## src/rtl/cpu_status_ctrl.sv

```systemverilog
`default_nettype none
// ============================================================================
// Module   : cpu_status_ctrl
// Brief    : CPU status/flags registers, halt/DMA sequencing, interrupt
//            save/restore and user-mode status write protection.
// Revision : 1.0 - initial release
// ============================================================================
module cpu_status_ctrl #(
    parameter logic [7:0] STATUS_RESET = 8'h04
) (
    input  logic       clk,
    input  logic       rst,
    input  logic       status_wr,
    input  logic [7:0] status_wdata,
    input  logic       flags_wr,
    input  logic [3:0] flags_wdata,
    input  logic       alu_flags_load,
    input  logic [3:0] alu_flags_in,
    input  logic       instr_boundary,
    input  logic       halt_set,
    input  logic       irq_req,
    input  logic       irq_ack,
    input  logic       status_restore,
    input  logic       dma_req,
    output logic [7:0] status_out,
    output logic [3:0] flags_out,
    output logic [7:0] saved_status,
    output logic       irq_pending,
    output logic       cpu_stall,
    output logic       prot_fault
);

    localparam logic [1:0] c_st_run  = 2'd0;
    localparam logic [1:0] c_st_halt = 2'd1;
    localparam logic [1:0] c_st_dma  = 2'd2;

    // Bits software may own: irq_en, mode, paging_en, displayreg_load, dir
    localparam logic [7:0] c_sw_mask   = 8'hAE;
    // Bits a user-mode write must not change: irq_en, mode, paging_en, displayreg_load
    localparam logic [7:0] c_prot_mask = 8'h2E;

    logic [1:0] r_state;
    logic [1:0] w_state_nxt;
    logic       r_ret_halt;
    logic       w_ret_halt_nxt;
    logic [7:0] r_sw;
    logic [7:0] w_sw_nxt;
    logic       w_fault;
    logic [7:0] r_saved;
    logic [3:0] r_flags;
    logic       r_irq_pending;
    logic       r_prot_fault;
    logic       w_halt_bit;
    logic       w_dma_bit;

    always_comb begin
        w_state_nxt    = r_state;
        w_ret_halt_nxt = r_ret_halt;
        case (r_state)
            c_st_run: begin
                if (dma_req && instr_boundary) begin
                    w_state_nxt    = c_st_dma;
                    // A coincident HLT is deferred until the DMA transfer ends
                    w_ret_halt_nxt = halt_set;
                end else if (halt_set) begin
                    w_state_nxt = c_st_halt;
                end
            end
            c_st_halt: begin
                if (dma_req) begin
                    w_state_nxt    = c_st_dma;
                    w_ret_halt_nxt = 1'b1;
                end else if (r_irq_pending) begin
                    w_state_nxt = c_st_run;
                end
            end
            c_st_dma: begin
                if (!dma_req) begin
                    w_state_nxt    = r_ret_halt ? c_st_halt : c_st_run;
                    w_ret_halt_nxt = 1'b0;
                end
            end
            default: begin
                w_state_nxt    = c_st_run;
                w_ret_halt_nxt = 1'b0;
            end
        endcase
    end

    always_comb begin
        // displayreg_load self-clears unless rewritten this cycle
        w_sw_nxt = r_sw & ~8'h20;
        w_fault  = 1'b0;
        if (irq_ack) begin
            w_sw_nxt = (r_sw & ~8'h22) | 8'h04;
        end else if (status_restore) begin
            w_sw_nxt = r_saved & c_sw_mask;
        end else if (status_wr) begin
            if (r_sw[2]) begin
                w_sw_nxt = status_wdata & c_sw_mask;
            end else begin
                w_sw_nxt[7] = status_wdata[7];
                w_fault     = |((status_wdata ^ r_sw) & c_prot_mask);
            end
        end
    end

    always_ff @(posedge clk) begin
        if (rst) begin
            r_state       <= c_st_run;
            r_ret_halt    <= 1'b0;
            r_sw          <= STATUS_RESET & c_sw_mask;
            r_saved       <= 8'h00;
            r_flags       <= 4'h0;
            r_irq_pending <= 1'b0;
            r_prot_fault  <= 1'b0;
        end else begin
            r_state       <= w_state_nxt;
            r_ret_halt    <= w_ret_halt_nxt;
            r_sw          <= w_sw_nxt;
            r_irq_pending <= irq_req & r_sw[1];
            r_prot_fault  <= w_fault;
            if (irq_ack) begin
                r_saved <= status_out;
            end
            if (flags_wr) begin
                r_flags <= flags_wdata;
            end else if (alu_flags_load) begin
                r_flags <= alu_flags_in;
            end
        end
    end

    assign w_halt_bit   = (r_state == c_st_halt);
    assign w_dma_bit    = (r_state == c_st_dma);
    assign status_out   = r_sw | {3'b000, w_halt_bit, 3'b000, w_dma_bit};
    assign flags_out    = r_flags;
    assign saved_status = r_saved;
    assign irq_pending  = r_irq_pending;
    assign cpu_stall    = (r_state != c_st_run);
    assign prot_fault   = r_prot_fault;

endmodule
`default_nettype wire

```

## config.mk

```make
export PLATFORM = sky130hd
export DESIGN_NAME = cpu_status_ctrl
export DESIGN_NICKNAME = d
export VERILOG_FILES = /design/src/rtl/cpu_status_ctrl.sv
export SDC_FILE = /design/constraint.sdc
export NUM_CORES = 1
export LEC_CHECK = 0
export BUFFER_PORTS_ARGS = -buffer_cell sky130_fd_sc_hd__buf_2
export CAP_MARGIN = 20
export CORE_MARGIN = 2
export CORE_UTILIZATION = 30
export DETAILED_ROUTE_END_ITERATION = 12
export HOLD_SLACK_MARGIN = 0.05
export PLACE_DENSITY = 0.67
export SLEW_MARGIN = 10
export SYNTH_ARGS = -nofsm -noshare
export SYNTH_HDL_FRONTEND = slang
export SYNTH_SLANG_ARGS = --single-unit
```

## constraint.sdc

```tcl
create_clock -name clk -period 1.9 [get_ports clk]
set_input_delay 0.57 -clock clk [delete_from_list [all_inputs] [get_ports clk]]
set_output_delay 0.57 -clock clk [all_outputs]
set_load 0.02 [all_outputs]
```

# [Word-level counts from Yosys, hierarchy flattened]
# Cells that the tools add are included.
[totals] ff_bits=25 inputBits=27 word_cells=53 output_inout_bits=23
[op_classes] n_reduce_logical=14 bitwise=5 n_mux=16 eq_ne=7
[op_table] operator="$mux 8" n=2
[op_table] operator="$mux 2" n=5
[op_table] operator="$reduce_and 3->1" n=3
[op_table] operator="$mux 4" n=2
[op_table] operator="$or 8x5->8" n=1
[op_table] operator="$reduce_bool 2->1" n=4
[op_table] operator="$mux 7" n=1
[op_table] operator="$ne 2x2->1 const B" n=3
[op_table] operator="$ne 3x3->1 const B" n=2
[op_table] operator="$pmux 2 s3" n=1
[op_table] operator="$xor 6x6->6" n=1
[op_table] operator="$reduce_or 5->1" n=1
[op_table] operator="$mux 1" n=4
[op_table] operator="$reduce_and 2->1" n=2
[op_table] operator="$reduce_or 4->1" n=1
[op_table] operator="$pmux 1 s3" n=1
[op_table] operator="$eq 2x1->1 const B" n=1
[op_table] operator="$eq 2x2->1 const B" n=1
[op_table] operator="$logic_not 2->1" n=1
[op_table] operator="$not 1->1" n=2
[op_table] operator="$reduce_or 2->1" n=1
[op_table] operator="$and 1x1->1" n=1
[op_table] operator="$logic_and 1x1->1" n=1

# [Longest topological paths before layout]
[depth] word_depth=3 depth_mapped=4

# [Least setup slack after synthesis]
# Ideal clock, no wire load.
[synth_timing] path_kind="flip-flop to output port" startpoint="register r_state[1]" endpoint="output status_out[4]" path_stages_with_launch=3 arrival_ns=0.802 path_buffers=1 path_slack_ns=0.528 cell_sequence="dfxtp_1 buf_2 nor2b_1"
[synth_between] elab_chain_len=2
[synth_rtl] element="from (decl)" line_no="42" text="logic [1:0] r_state;"
[synth_rtl] element="from (signal assigned)" line_no="110" text="r_state <= c_st_run;"
[synth_rtl] element="from (signal assigned)" line_no="118" text="r_state <= w_state_nxt;"
[synth_rtl] element="$eq 2x1->1" line_no="134" text="assign w_halt_bit = (r_state == c_st_halt);"
[synth_rtl] element="$or 8x5->8" line_no="136" text="assign status_out = r_sw | {3'b000, w_halt_bit, 3'b000, w_dma_bit};"
[synth_rtl] element="to (decl)" line_no="25" text="output logic [7:0] status_out,"
# Every way passes these cells.

# [Worst setup path in the final report]
[layout_timing] startpoint="register r_state[1]" endpoint="output status_out[0]"
[layout_between] elab_chain_len=2
[layout_rtl] element="$eq 2x2->1" line_no="135" text="assign w_dma_bit = (r_state == c_st_dma);"
[layout_rtl] element="$or 8x5->8" line_no="136"
# Every way passes these cells.

==> metrics.yaml <==
final_layout:
  fin_nets: 176
  antenna_cells: 0
  nFillCells: 334
  regArea_sq_um: 420.4
  multi_input_area_sq_um: 526.8
  drive_above_1_share: 0.3810
  area.growth.synth_to_final_pct: 25.59
power:
  leakage_nw: 0.6446
  power.total_mw: 0.8950
  ir_worst_vdd_mv: 0.1558
  powerDensity_mw_per_mm2: 704.1
critical_path:
  critPathRequiredTime_ns: 1.33
  arrival_ns: 1.18
  startpoint_type: "flip-flop"
  criticalPathCategory: "reg -> out"
  end_kind: "output port"
  crit_fanout: 12
timing:
  fin_setup_tns_ns: 0
  hold_viol_final: 0
  fmax_ghz: 0.5705
  min_period_ns: 1.753
  slew_violations: 0
  fin_skew_ns: 0.007348
  setup_viol: 0
  rsz0062_at_grt: "no"
  timing.final.crit_share: 0.9226
drt:
  wire_per_inst_um: 10.90
  dr_wl_met3_um: 94
  drc: 0
  highest_layer: "met4"
  ant_nets: 0
  vias: 862
  wl_met2_mm: 1.065
  drt_iter0_markers: 29
  drt-pass1-iter-count: 4
  wl_met1_um: 922
  vias_per_cell: 4.466
  routed_wl_mm: 2.104
clocking:
  clk_path_buf_depth: 2
  postCtsSetupBuffers: 0
  insertion_delay_ns: 0.31
  tritoncts: "done"
  cts.sinks: 21
  htree_levels: 1
  post_cts_resized: 0
  cts_root_buffer: "clkbuf_4"
  holdBufCountCts: 0
  clkTransAtPathRegs_ns: 0.11
  numCtsBuffers: 3
synth:
  synth_ff_type: "dfxtp_1"
  synth_area_leader_cell: "dfxtp_1"
  yosys-top-cells-area: "dfxtp_1 (42%), mux2i_1 (13%), mux2_2 (5.6%)"
  synth.most_common_cell: "dfxtp_1"
  synthArstFlopShare: 0
  postSynthCellCount: 106
  synth-seq-cells: 21
  synth_warnings: 0
  synth-edff-count: 0
  synth.distinct_cells: 37
  avgSynthCellArea_sq_um: 9.549
  synthTopCellsByCount: "dfxtp_1 (21), nor2_1 (14), mux2i_1 (13)"
  syn-cell-area_sq_mm: 0.001012
  synth-seq-area-share: 0.4153
  yosysTopAreaCellShare: 0.4153
floorplan:
  die_height_um: 62.09
  die-area_sq_mm: 0.003855
  die_w_um: 62.09
  pin_count: 50
  start_util: 0.3082
  coreArea_sq_mm: 0.003284
  rows: 21
worst_hold_path:
  hold_class: "reg -> reg"
outcome:
  outcome: "finished, final reports clean"
grt:
  grt_pass1_wl_mm: 3.270
  grt_pass1_vias: 762
  grt_max_degree: 19
  grt_antenna_before_repair: 0
  grt.total_usage: 0.1144
  grt-ovfl-total: 0
placed_design:
  gp_congestion: 0.7362
  dp_hpwl_mm: 1.651
  io_buffers: 44
run:
  maxCapViolCount: 0
[logic make-up (layout without fill, tap and decap cells)]
kind of cell             Yosys count  count (layout)  synth area share
AND/OR/NAND/NOR                   32              32            0.1731
AO/OA/AOI/OAI                     17              17            0.1174
other                              1               2          0.003705
multiplexers                      18              18            0.1842
adder cells (fa/ha/maj)            1               1           0.01236
flip-flops                        21              21            0.4153
XOR/XNOR                           3               3           0.02596
buffers and inverters             13              53           0.06798
[metrics by stage]
stage | instances | setup slack [ns] | hold slack [ns] | utilization | cell area, sq um
2_1_floorplan | 107 | 0.5277 | 0.4313 | - | 1016
3_3_place_gp | 189 | 0.4480 | 0.4443 | 0.3787 | 1244
3_5_place_dp | 189 | 0.4459 | 0.4441 | 0.3787 | 1244
4_1_cts | 193 | 0.1226 | 0.4626 | 0.3870 | 1271
5_1_grt | 193 | 0.03765 | 0.4877 | 0.3870 | 1271
6_report | 193 | 0.1471 | 0.4602 | 0.3870 | 1271
[worst max-delay path: stages (launching register included)]
cell	delay, ns
dfxtp_1	0.53
and2b_1	0.19
buf_2	0.16
[cell usage in the layout, fill, tap and decap left out, types with 2 or more instances in the layout]
cell type	Yosys	layout
a21oi_1	2	2
buf_2	4	44
clkbuf_4	0	3
conb_1	1	2
dfxtp_1	21	21
inv_1	5	5
mux2_2	5	5
mux2i_1	13	13
nand2_1	3	3
nor2_1	14	14
nor2b_1	2	2
nor3_1	2	2
nor4b_1	2	2
o21ai_0	4	4
o22ai_1	2	2
xor2_1	3	3
[where the power goes]
group	switching [mW]	internal (mW)	total, mW
clock network	0.139	0.0785	0.218
registers	0.0234	0.464	0.488
logic	0.102	0.0879	0.190
total	0.264	0.631	0.895
[flip-flops by register name, summed over array words and instances (netlist names)]
signal / flops
prot_fault: 1
r_sw: 5
irq_pending: 1
r_state: 2
r_ret_halt: 1
saved_status: 7
flags_out: 4
[worst paths after layout]
kind / start / endpoint / slack, ns / depth (start not counted)
worst max register to register: r_sw[2] / prot_fault / 0.63 / 3
worst min register to register: r_ret_halt / r_ret_halt / 0.46 / 2
worst max-delay path: r_state[1] / status_out[0] / 0.15 / 2
worst min-delay path: r_ret_halt / r_ret_halt / 0.46 / 2
[layout make-up]
class,count,area share
multi-input combinational,73,0.4144
inverter,5,0.01476
timing repair buffer,44,0.1732
clock buffer,3,0.01772
tap,46,0.04528
clock inverter,1,0.003937
sequential,21,0.3307
[per-layer routing]
metal  vias up  global-route usage
met2        22              0.1979
met3         2             0.02484
met1       391              0.1330
li1        447                   -
met5         -                   0
met4         0             0.05471
Note: power is estimated with default switching activity, not from simulation.
